`config.mk`:
```
export PLATFORM = sky130hd
export DESIGN_NAME = vend_ctrl_multi
export DESIGN_NICKNAME = d
export VERILOG_FILES = /design/src/rtl/vend_ctrl_multi.sv
export SDC_FILE = /design/constraint.sdc
export NUM_CORES = 1
export LEC_CHECK = 0
export ABC_AREA = 1
export BUFFER_PORTS_ARGS = -buffer_cell sky130_fd_sc_hd__buf_2
export CORE_MARGIN = 2
export CORE_UTILIZATION = 46
export CTS_CLUSTER_DIAMETER = 60
export DETAILED_ROUTE_END_ITERATION = 8
export PLACE_DENSITY = 0.75
export SETUP_SLACK_MARGIN = 0.05
export SYNTH_ARGS = -nofsm -noshare
export SYNTH_HDL_FRONTEND = slang
export SYNTH_SLANG_ARGS = --single-unit
export TNS_END_PERCENT = 5
```
`constraint.sdc`:
```
create_clock -name clk -period 3.1 [get_ports clk]
set_input_delay 0.465 -clock clk [delete_from_list [all_inputs] [get_ports clk]]
set_output_delay 0.465 -clock clk [all_outputs]
set_load 0.01 [all_outputs]
```
`src/rtl/vend_ctrl_multi.sv`:
```
// Multi-slot vending controller: per-item stock/sold/price, coin payment,
// coin-by-coin change over valid/ready, and admin restock/price programming.
module vend_ctrl_multi #(
   parameter int N_ITEMS   = 8,
   parameter int ID_W      = 3,
   parameter int STOCK_W   = 4,
   parameter int MAX_STOCK = 15,
   parameter int MONEY_W   = 7,
   parameter int SALE_W    = 10,
   parameter int DEF_PRICE = 5
) (
   input  logic               clk,
   input  logic               rst,
   input  logic               sel_plus,
   input  logic               sel_minus,
   input  logic               confirm,
   input  logic               cancel,
   input  logic               coin_valid,
   input  logic [3:0]         coin_val,
   input  logic               adm_mode,
   input  logic               adm_restock,
   input  logic               adm_price_wr,
   input  logic [MONEY_W-1:0] adm_price,
   input  logic               chg_ready,
   output logic               chg_valid,
   output logic [3:0]         chg_coin,
   output logic [2:0]         state,
   output logic [ID_W-1:0]    cur_id,
   output logic [STOCK_W-1:0] cur_stock,
   output logic [STOCK_W-1:0] cur_sold,
   output logic [MONEY_W-1:0] cur_price,
   output logic [MONEY_W-1:0] paid,
   output logic [MONEY_W-1:0] change_left,
   output logic [SALE_W-1:0]  sale_total,
   output logic               sold_out,
   output logic               vend_pulse,
   output logic               coin_reject
);

   typedef enum logic [2:0] {
      S_IDLE   = 3'd0,
      S_PAY    = 3'd1,
      S_VEND   = 3'd2,
      S_CHANGE = 3'd3,
      S_ADMIN  = 3'd4
   } st_t;

   localparam logic [ID_W-1:0]    LAST_ID   = ID_W'(N_ITEMS - 1);
   localparam logic [STOCK_W-1:0] STOCK_TOP = '1;

   st_t st, st_nxt;

   logic [STOCK_W-1:0] stock [N_ITEMS];
   logic [STOCK_W-1:0] sold  [N_ITEMS];
   logic [MONEY_W-1:0] price [N_ITEMS];

   logic [ID_W-1:0]    id_r, id_nxt, id_inc, id_dec, sel_id;
   logic [MONEY_W-1:0] paid_r, paid_nxt, chg_r, chg_nxt, paid_after;
   logic [SALE_W-1:0]  sale_r, sale_nxt;
   logic               vend_r, vend_nxt, rej_r, rej_nxt;
   logic               do_vend, do_restock, do_price;
   logic               coin_legal, coin_ok;
   logic [MONEY_W:0]   coin_sum;
   logic [SALE_W:0]    sale_sum;
   logic [STOCK_W-1:0] sold_inc;

   assign state       = st;
   assign cur_id      = id_r;
   assign cur_stock   = stock[id_r];
   assign cur_sold    = sold[id_r];
   assign cur_price   = price[id_r];
   assign paid        = paid_r;
   assign change_left = chg_r;
   assign sale_total  = sale_r;
   assign vend_pulse  = vend_r;
   assign coin_reject = rej_r;
   assign sold_out    = (cur_stock == '0);
   assign chg_valid   = (st == S_CHANGE);

   assign id_inc = (id_r == LAST_ID) ? '0 : id_r + 1'b1;
   assign id_dec = (id_r == '0) ? LAST_ID : id_r - 1'b1;
   assign sel_id = (sel_plus && !sel_minus) ? id_inc :
                   (sel_minus && !sel_plus) ? id_dec : id_r;

   // A coin that would overflow the paid register is refused, not clipped
   assign coin_legal = (coin_val == 4'd1) || (coin_val == 4'd2) ||
                       (coin_val == 4'd5) || (coin_val == 4'd10);
   assign coin_sum   = {1'b0, paid_r} + (MONEY_W+1)'(coin_val);
   assign coin_ok    = coin_valid && coin_legal && !coin_sum[MONEY_W];
   assign paid_after = coin_ok ? coin_sum[MONEY_W-1:0] : paid_r;

   assign sale_sum = {1'b0, sale_r} + (SALE_W+1)'(cur_price);
   assign sold_inc = (cur_sold == STOCK_TOP) ? cur_sold : cur_sold + 1'b1;

   always_comb begin
      chg_coin = 4'd0;
      if (chg_r >= MONEY_W'(10))
         chg_coin = 4'd10;
      else if (chg_r >= MONEY_W'(5))
         chg_coin = 4'd5;
      else if (chg_r >= MONEY_W'(2))
         chg_coin = 4'd2;
      else if (chg_r >= MONEY_W'(1))
         chg_coin = 4'd1;
   end

   always_comb begin
      st_nxt     = st;
      id_nxt     = id_r;
      paid_nxt   = paid_r;
      chg_nxt    = chg_r;
      sale_nxt   = sale_r;
      vend_nxt   = 1'b0;
      rej_nxt    = 1'b0;
      do_vend    = 1'b0;
      do_restock = 1'b0;
      do_price   = 1'b0;
      unique case (st)
         S_IDLE: begin
            rej_nxt = coin_valid;
            if (adm_mode) begin
               st_nxt = S_ADMIN;
               id_nxt = sel_id;
            end else if (confirm && !sold_out) begin
               st_nxt   = S_PAY;
               paid_nxt = '0;
            end else begin
               id_nxt = sel_id;
            end
         end
         S_PAY: begin
            rej_nxt  = coin_valid && !coin_ok;
            paid_nxt = paid_after;
            if (cancel) begin
               chg_nxt  = paid_after;
               paid_nxt = '0;
               st_nxt   = (paid_after != '0) ? S_CHANGE : S_IDLE;
            end else if (paid_r >= cur_price) begin
               st_nxt   = S_VEND;
               vend_nxt = 1'b1;
            end
         end
         S_VEND: begin
            rej_nxt  = coin_valid;
            do_vend  = 1'b1;
            sale_nxt = sale_sum[SALE_W] ? '1 : sale_sum[SALE_W-1:0];
            chg_nxt  = paid_r - cur_price;
            paid_nxt = '0;
            st_nxt   = (paid_r != cur_price) ? S_CHANGE : S_IDLE;
         end
         S_CHANGE: begin
            rej_nxt = coin_valid;
            if (chg_ready) begin
               chg_nxt = chg_r - MONEY_W'(chg_coin);
               if (chg_r == MONEY_W'(chg_coin))
                  st_nxt = S_IDLE;
            end
         end
         S_ADMIN: begin
            rej_nxt    = coin_valid;
            id_nxt     = sel_id;
            do_restock = adm_restock;
            do_price   = adm_price_wr && (adm_price != '0);
            if (!adm_mode)
               st_nxt = S_IDLE;
         end
         default: st_nxt = S_IDLE;
      endcase
   end

   always_ff @(posedge clk) begin
      if (rst) begin
         st     <= S_IDLE;
         id_r   <= '0;
         paid_r <= '0;
         chg_r  <= '0;
         sale_r <= '0;
         vend_r <= 1'b0;
         rej_r  <= 1'b0;
      end else begin
         st     <= st_nxt;
         id_r   <= id_nxt;
         paid_r <= paid_nxt;
         chg_r  <= chg_nxt;
         sale_r <= sale_nxt;
         vend_r <= vend_nxt;
         rej_r  <= rej_nxt;
      end
   end

   always_ff @(posedge clk) begin
      if (rst) begin
         for (int i = 0; i < N_ITEMS; i++) begin
            stock[i] <= '0;
            sold[i]  <= '0;
            price[i] <= MONEY_W'(DEF_PRICE);
         end
      end else begin
         if (do_vend) begin
            stock[id_r] <= cur_stock - 1'b1;
            sold[id_r]  <= sold_inc;
         end
         if (do_restock)
            stock[id_r] <= STOCK_W'(MAX_STOCK);
         if (do_price)
            price[id_r] <= adm_price;
      end
   end

endmodule

```
; Word level (Yosys, flattened, before mapping)
; Memories as Yosys holds them, arrays and structs flattened. A register that Yosys moved wholly into a read port is not among the register bits.
; Index checks and enable logic that the tools add are counted.
[op_classes]
magnitude_cmp = 5
n_eq_ne = 21
mux = 63
add_sub_neg = 8
bitwise_logic = 2
n_reduce_logical = 32
[op_table]
columns = operator, count
row1 = 3-bit 2-to-1 mux, 23
row2 = 7-bit 2-to-1 mux, 7
row3 = 7-bit case mux with 3 select lines, 2
row4 = 4-bit 2-to-1 mux, 5
row5 = 1-bit 2-to-1 mux, 19
row6 = 3-bit case mux with 5 select lines, 1
row7 = 7-bit nonzero test, 2
row8 = 4-bit OR reduction, 3
row9 = 10-bit by 7-bit adder with 11-bit output, 1
row10 = 10-bit 2-to-1 mux, 1
row11 = 2-bit != test (second input constant), 5
row12 = 3-bit != test (second input constant), 3
row13 = 7-bit by 4-bit adder with 8-bit output, 1
row14 = 4-bit equality test (second input constant), 2
row15 = 7-bit by 4-bit equality test with 1-bit output, 1
row16 = 7-bit by 1-bit greater-or-equal comparator with 1-bit output (second input constant), 1
row17 = 7-bit by 2-bit greater-or-equal comparator with 1-bit output (second input constant), 1
row18 = 7-bit by 3-bit greater-or-equal comparator with 1-bit output (second input constant), 1
row19 = 7-bit by 4-bit greater-or-equal comparator with 1-bit output (second input constant), 1
row20 = 7-bit greater-or-equal comparator, 1
row21 = 1-bit logical AND, 7
row22 = 7-bit != test, 1
row23 = 7-bit OR reduction, 1
row24 = 7-bit by 4-bit subtractor with 7-bit output, 1
row25 = 27 further kinds, 40
[totals]
output_inout_bits = 53
register_bits = 32
ramBits = 120
word_cells = 141
memories = 3
[memory_table]
columns = name, words, width, read_ports, rd_ports_with_merged_regs, write_ports, line
row1 = price, 8, 7, 1, 1, 8, 55  ; logic [MONEY_W-1:0] price [N_ITEMS];
row2 = sold, 8, 4, 1, 1, 8, 54  ; logic [STOCK_W-1:0] sold [N_ITEMS];
row3 = stock, 8, 4, 1, 1, 8, 53  ; logic [STOCK_W-1:0] stock [N_ITEMS];

; Longest topological paths before layout
; Gate-level depths: netlist (run 1).
[depth]
ltp_word = 11
mapped_depth = 21

; Worst setup path before layout (run 1)
; Ideal clock, no wire load.
[synth_path]
kind = register -> register
start = reg with a tool-made name
end = reg sale_r[1] (netlist: sale_total[1])
required_time_ns = 3.042
arrival_time_ns = 3.252
stages_incl_launch_ff = 22
slack_ns = -0.210
cell_sequence = dfxtp_1 buf_6 buf_6 buf_8 buf_4 buf_2 o21ai_0 o22ai_1 nor2_1 a31oi_1 ha_1 inv_1 fa_1 o21ai_1 a21oi_1 o21bai_1 nand2_1 nand2_1 nand3_2 nand3_1 o211ai_1 inv_1
[synth_lines]
columns = element, line
row1 = to (signal assigned), 185  ; sale_r <= sale_nxt;
row2 = to (decl), 59  ; logic [SALE_W-1:0] sale_r, sale_nxt;

==> impl_metrics.toml, run 1 <==
[run_status]
outcome = "finished clean"

[synth]
async_flop_share_pct = 0
ys_ff_latch = 155
synth_area_um2 = 9040
avgSynthCellArea_um2 = 8.51
synth_cells = 1062
synth.yosys.seq_area_share_pct = 47.6
synth.net_count = 1116
synth-edff-count = 120
yosysWarnings = 0
synth_flop_cell = "edfxtp_1"
synth_cell_types = 58

[routing]
wl_um = 22100
antenna_left = 0
dr.pass1.iters = 5
wl_per_cell_um = 15.5
vias = 7444
vias_per_cell = 5.22
drt_iter0_markers = 733
drc = 0

[layout]
final.fill_count = 1781
nets = 1201
area_growth_pct = 14.6
final_core_util_pct = 53.4
drive_gt1_share_pct = 21.7
num_antenna_cells = 0

[power]
p_comb_share_pct = 41.5
p_seq_share_pct = 32.5
p_sw_mw = 3.15
p_clk_share_pct = 26.0
powerDensity_nw_per_um2 = 744
p_leak_nw = 4.52
internal_power_mw = 4.56
power.switching_fraction_pct = 40.8
ir_worst_vdd_mv = 0.482

[grt]
overflow = 0
grt_pass1_vias = 6934
grt_max_degree = 33
grt_usage_pct = 21.9
antenna_found_initial = 0
grt_pass1_wl_um = 34900

[worst_setup_path]
worstRegToRegCells = 17
cp-end-kind = "output pin"
r2r_end = "sale_total[1]"
cp-start-kind = "flop"
ff2ff_setup_slack_ns = 0.24
crit_type = "flop to output pin"
crit_path_max_fanout = 32
critPathArrivalTime_ns = 2.45
worstPathRequired_ns = 2.63

[die]
start_util_pct = 46.6
die_area_um2 = 20800
io_pins = 75
die_h_um = 144
die-width_um = 144
core_um2 = 19400
std_cell_rows = 51

[clock_tree]
cts_tree = "yes"
clock_latency_ns = 0.43
clk_pin_slew_worst_paths_ns = 0.06
holdBufCountCts = 0
cts_root_buffer = "clkbuf_16"
htree_levels = 4
clock_sinks = 155
clk_path_buf_depth = 2
cts_made_buffers = 17

[worst_hold_path]
hp-class = "input port to flop"
min_from = "coin_valid"
hold_end = "coin_reject"
whs_path_depth = 3

[timing]
rsz0062_at_grt = "true"
maxSlewViolCount = 0
fin_skew_ns = 0.0101
fin_crit_ns = 2.92
min_period_over_period_pct = 94.1
finalSetupTns_ns = 0
max_slew.worst_pin.slew_ns = 0.515
hold_violations = 0
max_freq_mhz = 343
setup_viol = 0
slew_headroom_pct = 65.5

[placed_design]
place.gp.congestion = 0.928
port_buffers = 74
hpwl_um = 16500

[run]
cap_violations = 0
[critical path, stage by stage (launching register included)]
cell and delay [ns]:
dfxtp_4 0.39, inv_6 0.18, buf_8 0.24, nor2_1 0.07
o22ai_1 0.19, inv_1 0.10, o21ai_4 0.21, inv_2 0.06
ha_1 0.24, nand3_2 0.13, inv_1 0.04, buf_2 0.14
[area by class of cell]
class / count / area [µm²] / area share, %
sequential: 155 / 4310 / 41.6
multi-input combinational: 712 / 3960 / 38.2
inverter: 165 / 632 / 6.10
timing repair buffer: 96 / 567 / 5.47
clock buffer: 17 / 425 / 4.11
tap: 265 / 332 / 3.20
clock inverter: 15 / 139 / 1.34
[flip-flops by register name, indices dropped and copies added (netlist names), named ones only]
signal,count
paid,7
price,56
stock,32
sale_total,10
state,3
cur_id,3
change_left,7
sold,32
vend_pulse,1
coin_reject,1
[stage by stage]
step           worst slack (ns)  cell area (µm²)  hold WS [ns]  instances  power, mW
5_1_grt                 0.00867            10400         0.336       1425       8.17
4_1_cts                  0.0589            10300         0.307       1423       7.65
6_report                  0.183            10400         0.313       1425       7.71
3_3_place_gp              0.297             9720         0.497       1391       5.58
2_1_floorplan            0.0430             9080         0.516       1062       4.78
3_5_place_dp              0.154             9720         0.507       1391       5.64
[routing by layer]
layer / vias up / global-route usage, % / share of wire [%] / wire (µm)
li1: 3699 / - / - / -
met1: 3434 / 28.6 / 42 / 9350
met2: 273 / 36.6 / 49 / 10800
met3: 38 / 4.27 / 6.5 / 1430
met4: 0 / 7.72 / 2.4 / 525
met5: - / 0 / 0 / 0
[what timing repair did]
action                     CTS  global route
buffers inserted             0             2
pin swaps                    0             2
setup endpoints to repair    1            15
resized for setup            2            14
[layout by cell type (no fill, tap or decap), types with 3 or more instances in the layout]
cell,count
a21oi_1,21
ha_1,26
nand2_1,192
o211ai_1,4
edfxtp_1,120
nand3_2,4
inv_6,5
nand3b_1,5
nand4_1,8
buf_4,17
inv_1,127
buf_6,3
o22ai_1,21
o21ai_1,13
buf_2,74
clkbuf_16,17
inv_2,30
clkinv_1,5
clkinv_2,3
inv_4,3
nor2_4,13
dfxtp_1,33
a31oi_1,11
fa_1,3
nand2_2,8
o21ai_0,75
nor2_1,183
nand3_1,27
o21ai_4,4
nor3_1,13
o21ai_2,11
a21oi_2,11
xor2_1,6
nor2_2,16
[power by group through the flow]
stage,Sequential (mW),Clock [mW],Combinational (mW)
floorplan,2.53,0,2.24
global placement,2.53,0,3.05
detailed placement,2.54,0,3.10
CTS,2.49,2.03,3.13
global route,2.52,2.11,3.54
finish,2.50,2.01,3.20
[how the worst max path moves through the flow]
stage                    end  slack [ns]  cells past startpoint
5_1_grt        sale_total[1]       0.009                     17
6_report            sold_out        0.18                     11
4_1_cts             sold_out        0.06                     10
3_3_place_gp   sale_total[2]        0.30                     17
2_1_floorplan  sale_total[1]        0.04                     21
3_5_place_dp   sale_total[7]        0.15                     17
[kinds of logic (layout without fill, tap and decap cells)]
logic type / count (synthesis) / in the layout / synth area share (%)
compound gates: 192 / 192 / 13.7
flops: 155 / 155 / 47.6
buf+inv: 195 / 293 / 9.27
simple gates: 479 / 479 / 23.6
fa+ha+maj: 32 / 32 / 4.76
xor+xnor: 9 / 9 / 1.08
[cell usage after synthesis, types with 5 or more instances]
library cell | instances | area, µm²
edfxtp_1 | 120 | 3600
xor2_1 | 6 | 52.6
nand2_2 | 7 | 43.8
nor2_1 | 183 | 687
nand3b_1 | 5 | 37.5
ha_1 | 28 | 350
a31oi_1 | 12 | 75.1
inv_2 | 29 | 109
nor2_2 | 16 | 100
inv_1 | 127 | 477
clkinv_1 | 5 | 18.8
nand2_1 | 193 | 724
nand3_1 | 27 | 135
a21oi_1 | 23 | 115
dfxtp_1 | 35 | 701
o21ai_2 | 12 | 105
o21ai_1 | 12 | 60.1
clkbuf_1 | 8 | 30.0
a21oi_2 | 9 | 78.8
buf_6 | 8 | 90.1
o21ai_0 | 77 | 385
nand3_2 | 5 | 50.1
nand4_1 | 8 | 50.1
buf_2 | 8 | 40.0
nor2_4 | 13 | 146
o22ai_1 | 21 | 131
nor3_1 | 14 | 70.1
Power figures use the tool's default switching activity.
==> run 2: changes to the inputs <==
GPL_TIMING_DRIVEN = 0   (was unset)
RECOVER_POWER = 25   (was unset)
==> run 2 against run 1 <==
- sequential power barely moved
- routed wire length is 11% higher
- clock skew rose by 0.0016 ns
- first-iteration DRC count is 27% higher
- via count increased by 6.3%
- flip-flop and latch count did not move
- hold slack better by 0.0078 ns
- non-clock buffer count rose by 38
- global-route usage is 1.9 points higher
- final cell count grew 2.6%
- count of clock-buffer cells in the layout increased by 4
- critical path type is now flop to flop
- critical endpoint is now sale_total[1]
==> impl_metrics.toml, run 2 (same netlist as run 1, synthesis figures left out) <==
[worst_setup_path]
cp-end-kind = "flop"
cp_top_family = "compound AO/OA/AOI/OAI gates"
path_depth = 17
path_buf_inv = 5
cp_common_cell = "buf_6"
cp-start-kind = "flop"
crit_path_max_fanout = 10
slowest_delay_ns = 0.40
crit_type = "flop to flop"
worstRegToRegCells = 17
critPathArrivalTime_ns = 3.36
path_cells = "inv_4 -> buf_6 -> buf_6 -> nor2_2 -> a31oi_4 -> ha_4 -> inv_2 -> fa_2 -> o21ai_2 -> a21oi_2 -> o21bai_1 -> nand2_1 -> nand2_2 -> nand3_4 -> nand3_2 -> o211ai_1 -> inv_1"
worstPathRequired_ns = 3.47
slowest_stage = "dfxtp_2"

[routing]
drc = 0
drt_iter0_markers = 931
vias = 7912
vias_per_cell = 5.41
wl_um = 24600
antenna_left = 0
wl_per_cell_um = 16.8
dr.pass1.iters = 6

[power]
p_comb_share_pct = 44.3
power.switching_fraction_pct = 40.6
p_leak_nw = 4.55
p_sw_mw = 3.31
powerDensity_nw_per_um2 = 757
power_mw = 8.16
p_clk_share_pct = 24.8
p_seq_share_pct = 30.9
internal_power_mw = 4.84
ir_worst_vdd_mv = 0.407

[timing]
max_slew.worst_pin.slew_ns = 0.847
slew_headroom_pct = 43.6
rsz0062_at_grt = "true"
maxSlewViolCount = 0
fin_crit_ns = 2.99
fin_ws_ns = 0.109
hold_violations = 0
setup_viol = 0
fin_skew_ns = 0.0117
finalSetupTns_ns = 0
max_freq_mhz = 334
min_period_over_period_pct = 96.5

[layout]
final_common_cell = "nand2_1"
largest_reg_flops = 56
fin_area_um2 = 10800
drive_gt1_share_pct = 22.1
regMostFlops = "price"
area_growth_pct = 19.2
final.fill_count = 1738
nets = 1239
largestRegisters = "price x56, sold x32, stock x32"
final_cell_mix = "nand2_1 (191), nor2_1 (182), inv_1 (132)"
num_antenna_cells = 0

[clock_tree]
clock_sinks = 155
clock_latency_ns = 0.44
cts_tree = "yes"
holdBufCountCts = 0
cts_made_buffers = 17
clk_path_buf_depth = 2
htree_levels = 4
clk_pin_slew_worst_paths_ns = 0.06
cts_root_buffer = "clkbuf_16"

[placed_design]
preCtsSetupSlack_ns = -0.554
place_area_um2 = 9770
place.gp.congestion = 0.937
hpwl_um = 17400
port_buffers = 73

[worst_hold_path]
hp-class = "input port to flop"
whs_path_depth = 3

[die]
die_area_um2 = 20800
std_cell_rows = 51
die-width_um = 144
io_pins = 75
die_h_um = 144
core_um2 = 19400
start_util_pct = 46.6

[grt]
grt_pass1_wl_um = 37700
antenna_found_initial = 0
grt_max_degree = 17
grt_usage_pct = 23.9
overflow = 0
grt_pass1_vias = 7480

[run]
cap_violations = 0

[run_status]
outcome = "finished clean"
[run 2: cell count changes in the layout (fill, tap and decap cells not counted), sizes merged]
cell / delta
clkinvlp: +2
buf: -2
clkbuf: +44
clkinv: +1
bufinv: +1
inv: -9
[run 2: path summary, 6_finish.rpt]
| kind | from | endpoint | slack, ns |
|---|---|---|---|
| max reg2reg | flop | sale_total[1] | 0.11 |
| min reg2reg | paid[0] | paid[0] | 0.51 |
| max | flop | sale_total[1] | 0.11 |
| min | coin_valid | coin_reject | 0.32 |
[run 2: tightest hold or removal path, delay by kind of cell]
family                 cells  cell delay (ns)
buffers and inverters      2             0.18
and+or+nand+nor            1             0.06
[run 2: timing repair]
item,in CTS,in global routing
setup endpoints to repair,20,17
cloned,0,0
setup buffers,24,10
gates resized for setup,40,36
pin swaps,8,19
[run 2: final cells by class]
class | instances | area, µm² | area share (%)
sequential | 155 | 4310 | 40.0
multi-input combinational | 712 | 4110 | 38.1
inverter | 165 | 636 | 5.90
timing repair buffer | 107 | 588 | 5.46
clock buffer | 21 | 440 | 4.09
tap | 265 | 332 | 3.08
buffer | 27 | 245 | 2.28
clock inverter | 10 | 121 | 1.13
[run 2: power by group through the flow]
| stage | combinational (mW) | sequential, mW | clock [mW] |
|---|---|---|---|
| 2_1_floorplan | 2.24 | 2.53 | 0 |
| 3_3_place_gp | 3.10 | 2.54 | 0 |
| 3_5_place_dp | 3.16 | 2.55 | 0 |
| 4_1_cts | 3.38 | 2.51 | 2.02 |
| 5_1_grt | 3.95 | 2.53 | 2.10 |
| 6_report | 3.61 | 2.52 | 2.02 |
[run 2: per-layer routing]
metal  global-route usage [%]  vias up  routed length [µm]
li1                         -     3760                   -
met1                     30.1     3721               10100
met2                     40.4      366               12000
met3                     4.34       65                1740
met4                     10.2        0                 755
met5                        0        -                   0
[run 2: stage by stage]
step                std cells  hold WS (ns)  utilization, %
finish                   1462         0.321            55.6
global route             1462         0.341            55.6
CTS                      1453         0.318            54.8
detailed placement       1400         0.499            50.4
global placement         1400         0.495            50.4
floorplan                1062         0.516               -
==> run 3: changes to the inputs <==
ABC_AREA = unset   (was 1)
CTS_BUF_LIST = sky130_fd_sc_hd__clkbuf_2 sky130_fd_sc_hd__clkbuf_4 sky130_fd_sc_hd__clkbuf_8   (was unset)
PLACE_DENSITY = 0.76   (was 0.75)
TNS_END_PERCENT = 1   (was 5)
==> run 3 against run 2 <==
- first-iteration DRC count decreased by 28%
- highest routed layer unchanged
- utilization down 0.20 points
- the run now ends with negative setup slack left
- largest power group is now registers
- critical path type unchanged
- sequential power shrank 6%
==> impl_metrics.toml, run 3 <==
[clock_tree]
clk_pin_slew_worst_paths_ns = 0.09
clk_path_buf_depth = 2
clock_latency_ns = 0.47
clock_sinks = 155
cts_made_buffers = 17
cts_tree = "yes"
holdBufCountCts = 0
htree_levels = 4
cts_root_buffer = "clkbuf_8"

[worst_hold_path]
min_from = "coin_valid"
hp-class = "input port to flop"
whs_path_depth = 2
hold_end = "coin_reject"

[layout]
final_core_util_pct = 55.4
final_cell_mix = "edfxtp_1 (120), nor2_1 (103), clkbuf_1 (49)"
fin_area_um2 = 10300
regMostFlops = "price"
largest_reg_flops = 56
final_common_cell = "edfxtp_1"
drive_gt1_share_pct = 26.6
nets = 931
num_antenna_cells = 0
area_growth_pct = 18.1
largestRegisters = "price x56, sold x32, stock x32"
fin_cells = 1124
final.fill_count = 1516

[run]
cap_violations = 0

[die]
io_pins = 75
die-width_um = 142
die_h_um = 142
start_util_pct = 46.9
core_um2 = 18600
die_area_um2 = 20100
std_cell_rows = 50

[routing]
drt_iter0_markers = 670
wl_um = 22000
wl_per_cell_um = 19.6
dr.pass1.iters = 5
drc = 0
vias_per_cell = 5.80
antenna_left = 0
vias = 6522

[synth]
ys_top_cells_by_area = "edfxtp_1 (41%), dfxtp_1 (8.0%), mux4_2 (7.0%)"
synth_cell_types = 81
synth.yosys.seq_area_share_pct = 49.3
async_flop_share_pct = 0
synth-edff-count = 120
synth_common_cells = "edfxtp_1 (120), nor2_1 (102), and2_1 (41)"
yosysWarnings = 0
synth_most_common_cell = "edfxtp_1"
synth_area_um2 = 8740
avgSynthCellArea_um2 = 11.5
ys_ff_latch = 155
synth.net_count = 814
yosys.area.top_type_share_pct = 41.2
synth_cells = 760
synth_flop_cell = "edfxtp_1"
yosysTopAreaCell = "edfxtp_1"

[timing]
fin_skew_ns = 0.00856
max_freq_mhz = 322
rsz0062_at_grt = "true"
fin_ws_ns = -0.00780
hold_violations = 0
setup_viol = 5
slew_headroom_pct = 42.4
fin_crit_ns = 3.11
whs_ns = 0.284
max_slew.worst_pin.slew_ns = 0.860
min_period_over_period_pct = 100
maxSlewViolCount = 0

[worst_setup_path]
ff2ff_setup_slack_ns = -0.008
cp-end-kind = "flop"
crit_path_max_fanout = 5
worstPathRequired_ns = 3.43
path_cells = "buf_12 -> buf_12 -> mux4_2 -> mux2i_4 -> ha_4 -> nor2b_2 -> o21ai_1 -> or3b_2 -> a21oi_2 -> a211oi_1 -> a21oi_1 -> a211oi_1"
crit_type = "flop to flop"
critPathArrivalTime_ns = 3.44
slowest_stage = "mux4_2"
worstRegToRegCells = 12
cp-start-kind = "flop"
slowest_delay_ns = 0.52
r2r_end = "change_left[3]"

[power]
powerDensity_nw_per_um2 = 538
p_leak_nw = 3.70
ir_worst_vdd_mv = 0.243

[placed_design]
place.gp.congestion = 0.866
dp.cells = 1068
place_area_um2 = 9450
hpwl_um = 15400
port_buffers = 74

[grt]
antenna_found_initial = 0
overflow = 0
grt_max_degree = 17
grt_usage_pct = 22.2
grt_pass1_wl_um = 33600
grt_pass1_vias = 6346

[run_status]
outcome = "finished with violations"
violations = "negative setup slack"
-- run 3: cell types whose count changed after synthesis, moves of 20 or more --
cell / before / now
o21ai_0: 77 / 21
inv_2: 29 / 2
inv_1: 127 / 39
nor2_1: 183 / 102
mux4_2: 0 / 27
nand2_1: 193 / 32
and2_1: 0 / 41
nand2b_1: 0 / 39
o22ai_1: 21 / 1
-- run 3: cell families after synthesis --
logic type,synth area share (%)
AO/OA/AOI/OAI,9.91
XOR/XNOR,1.69
adder cells (fa/ha/maj),4.93
buffers and inverters,3.72
flip-flops,49.3
multiplexers,11.7
AND/OR/NAND/NOR,18.8
-- run 3: metrics by stage --
| step | setup TNS (ns) | setup slack [ns] | power (mW) |
|---|---|---|---|
| after floorplan | 0 | 0.0433 | 3.47 |
| after global placement | -5.72 | -0.468 | 3.86 |
| after detailed placement | -6.17 | -0.484 | 3.89 |
| after CTS | -0.434 | -0.0524 | 5.52 |
| after global routing | -1.59 | -0.196 | 5.78 |
| final | -0.0209 | -0.00780 | 5.55 |
-- run 3: worst max path at each step --
stage,from,to
after floorplan,flop,sale_total[1]
after global placement,flop,state[0]
after detailed placement,flop,state[0]
after CTS,flop,sale_total[1]
after global routing,flop,sale_total[7]
final,flop,change_left[3]
-- run 3: area by class of cell --
| class | count | area, µm² | share of cell area [%] |
|---|---|---|---|
| Buffer | 29 | 238 | 2.30 |
| Clock buffer | 17 | 234 | 2.27 |
| Clock inverter | 15 | 155 | 1.50 |
| Inverter | 41 | 154 | 1.49 |
| Multi-Input combinational cell | 535 | 4380 | 42.4 |
| Sequential cell | 155 | 4310 | 41.8 |
| Tap cell | 234 | 293 | 2.84 |
| Timing Repair Buffer | 98 | 558 | 5.41 |
-- run 3: worst max-delay path, delay by kind of cell, from the launching register on --
kind	cells	cell delay, ns
AOI/OAI and AO/OA	5	0.58
adders and majority gates	1	0.26
buffers and inverters	2	0.25
DFF	1	0.39
muxes	2	0.82
and+or+nand+nor	2	0.64
-- run 3: repair_timing --
item	CTS	global route
setup endpoints to repair	33	26
buffers inserted	21	2
gates cloned	1	0
gates resized for setup	43	21
pin swaps	21	13
-- run 3: power by group --
part	switching (mW)	internal, mW
clock	0.847	0.663
sequential	0.0622	2.32
combinational	0.953	0.710
-- run 3: routing by layer --
layer / GRT usage, % / share of wire (%)
met4: 8.53 / 2.6
met5: 0 / 0
met1: 28.2 / 42
met3: 4.56 / 6.5
met2: 37.6 / 49
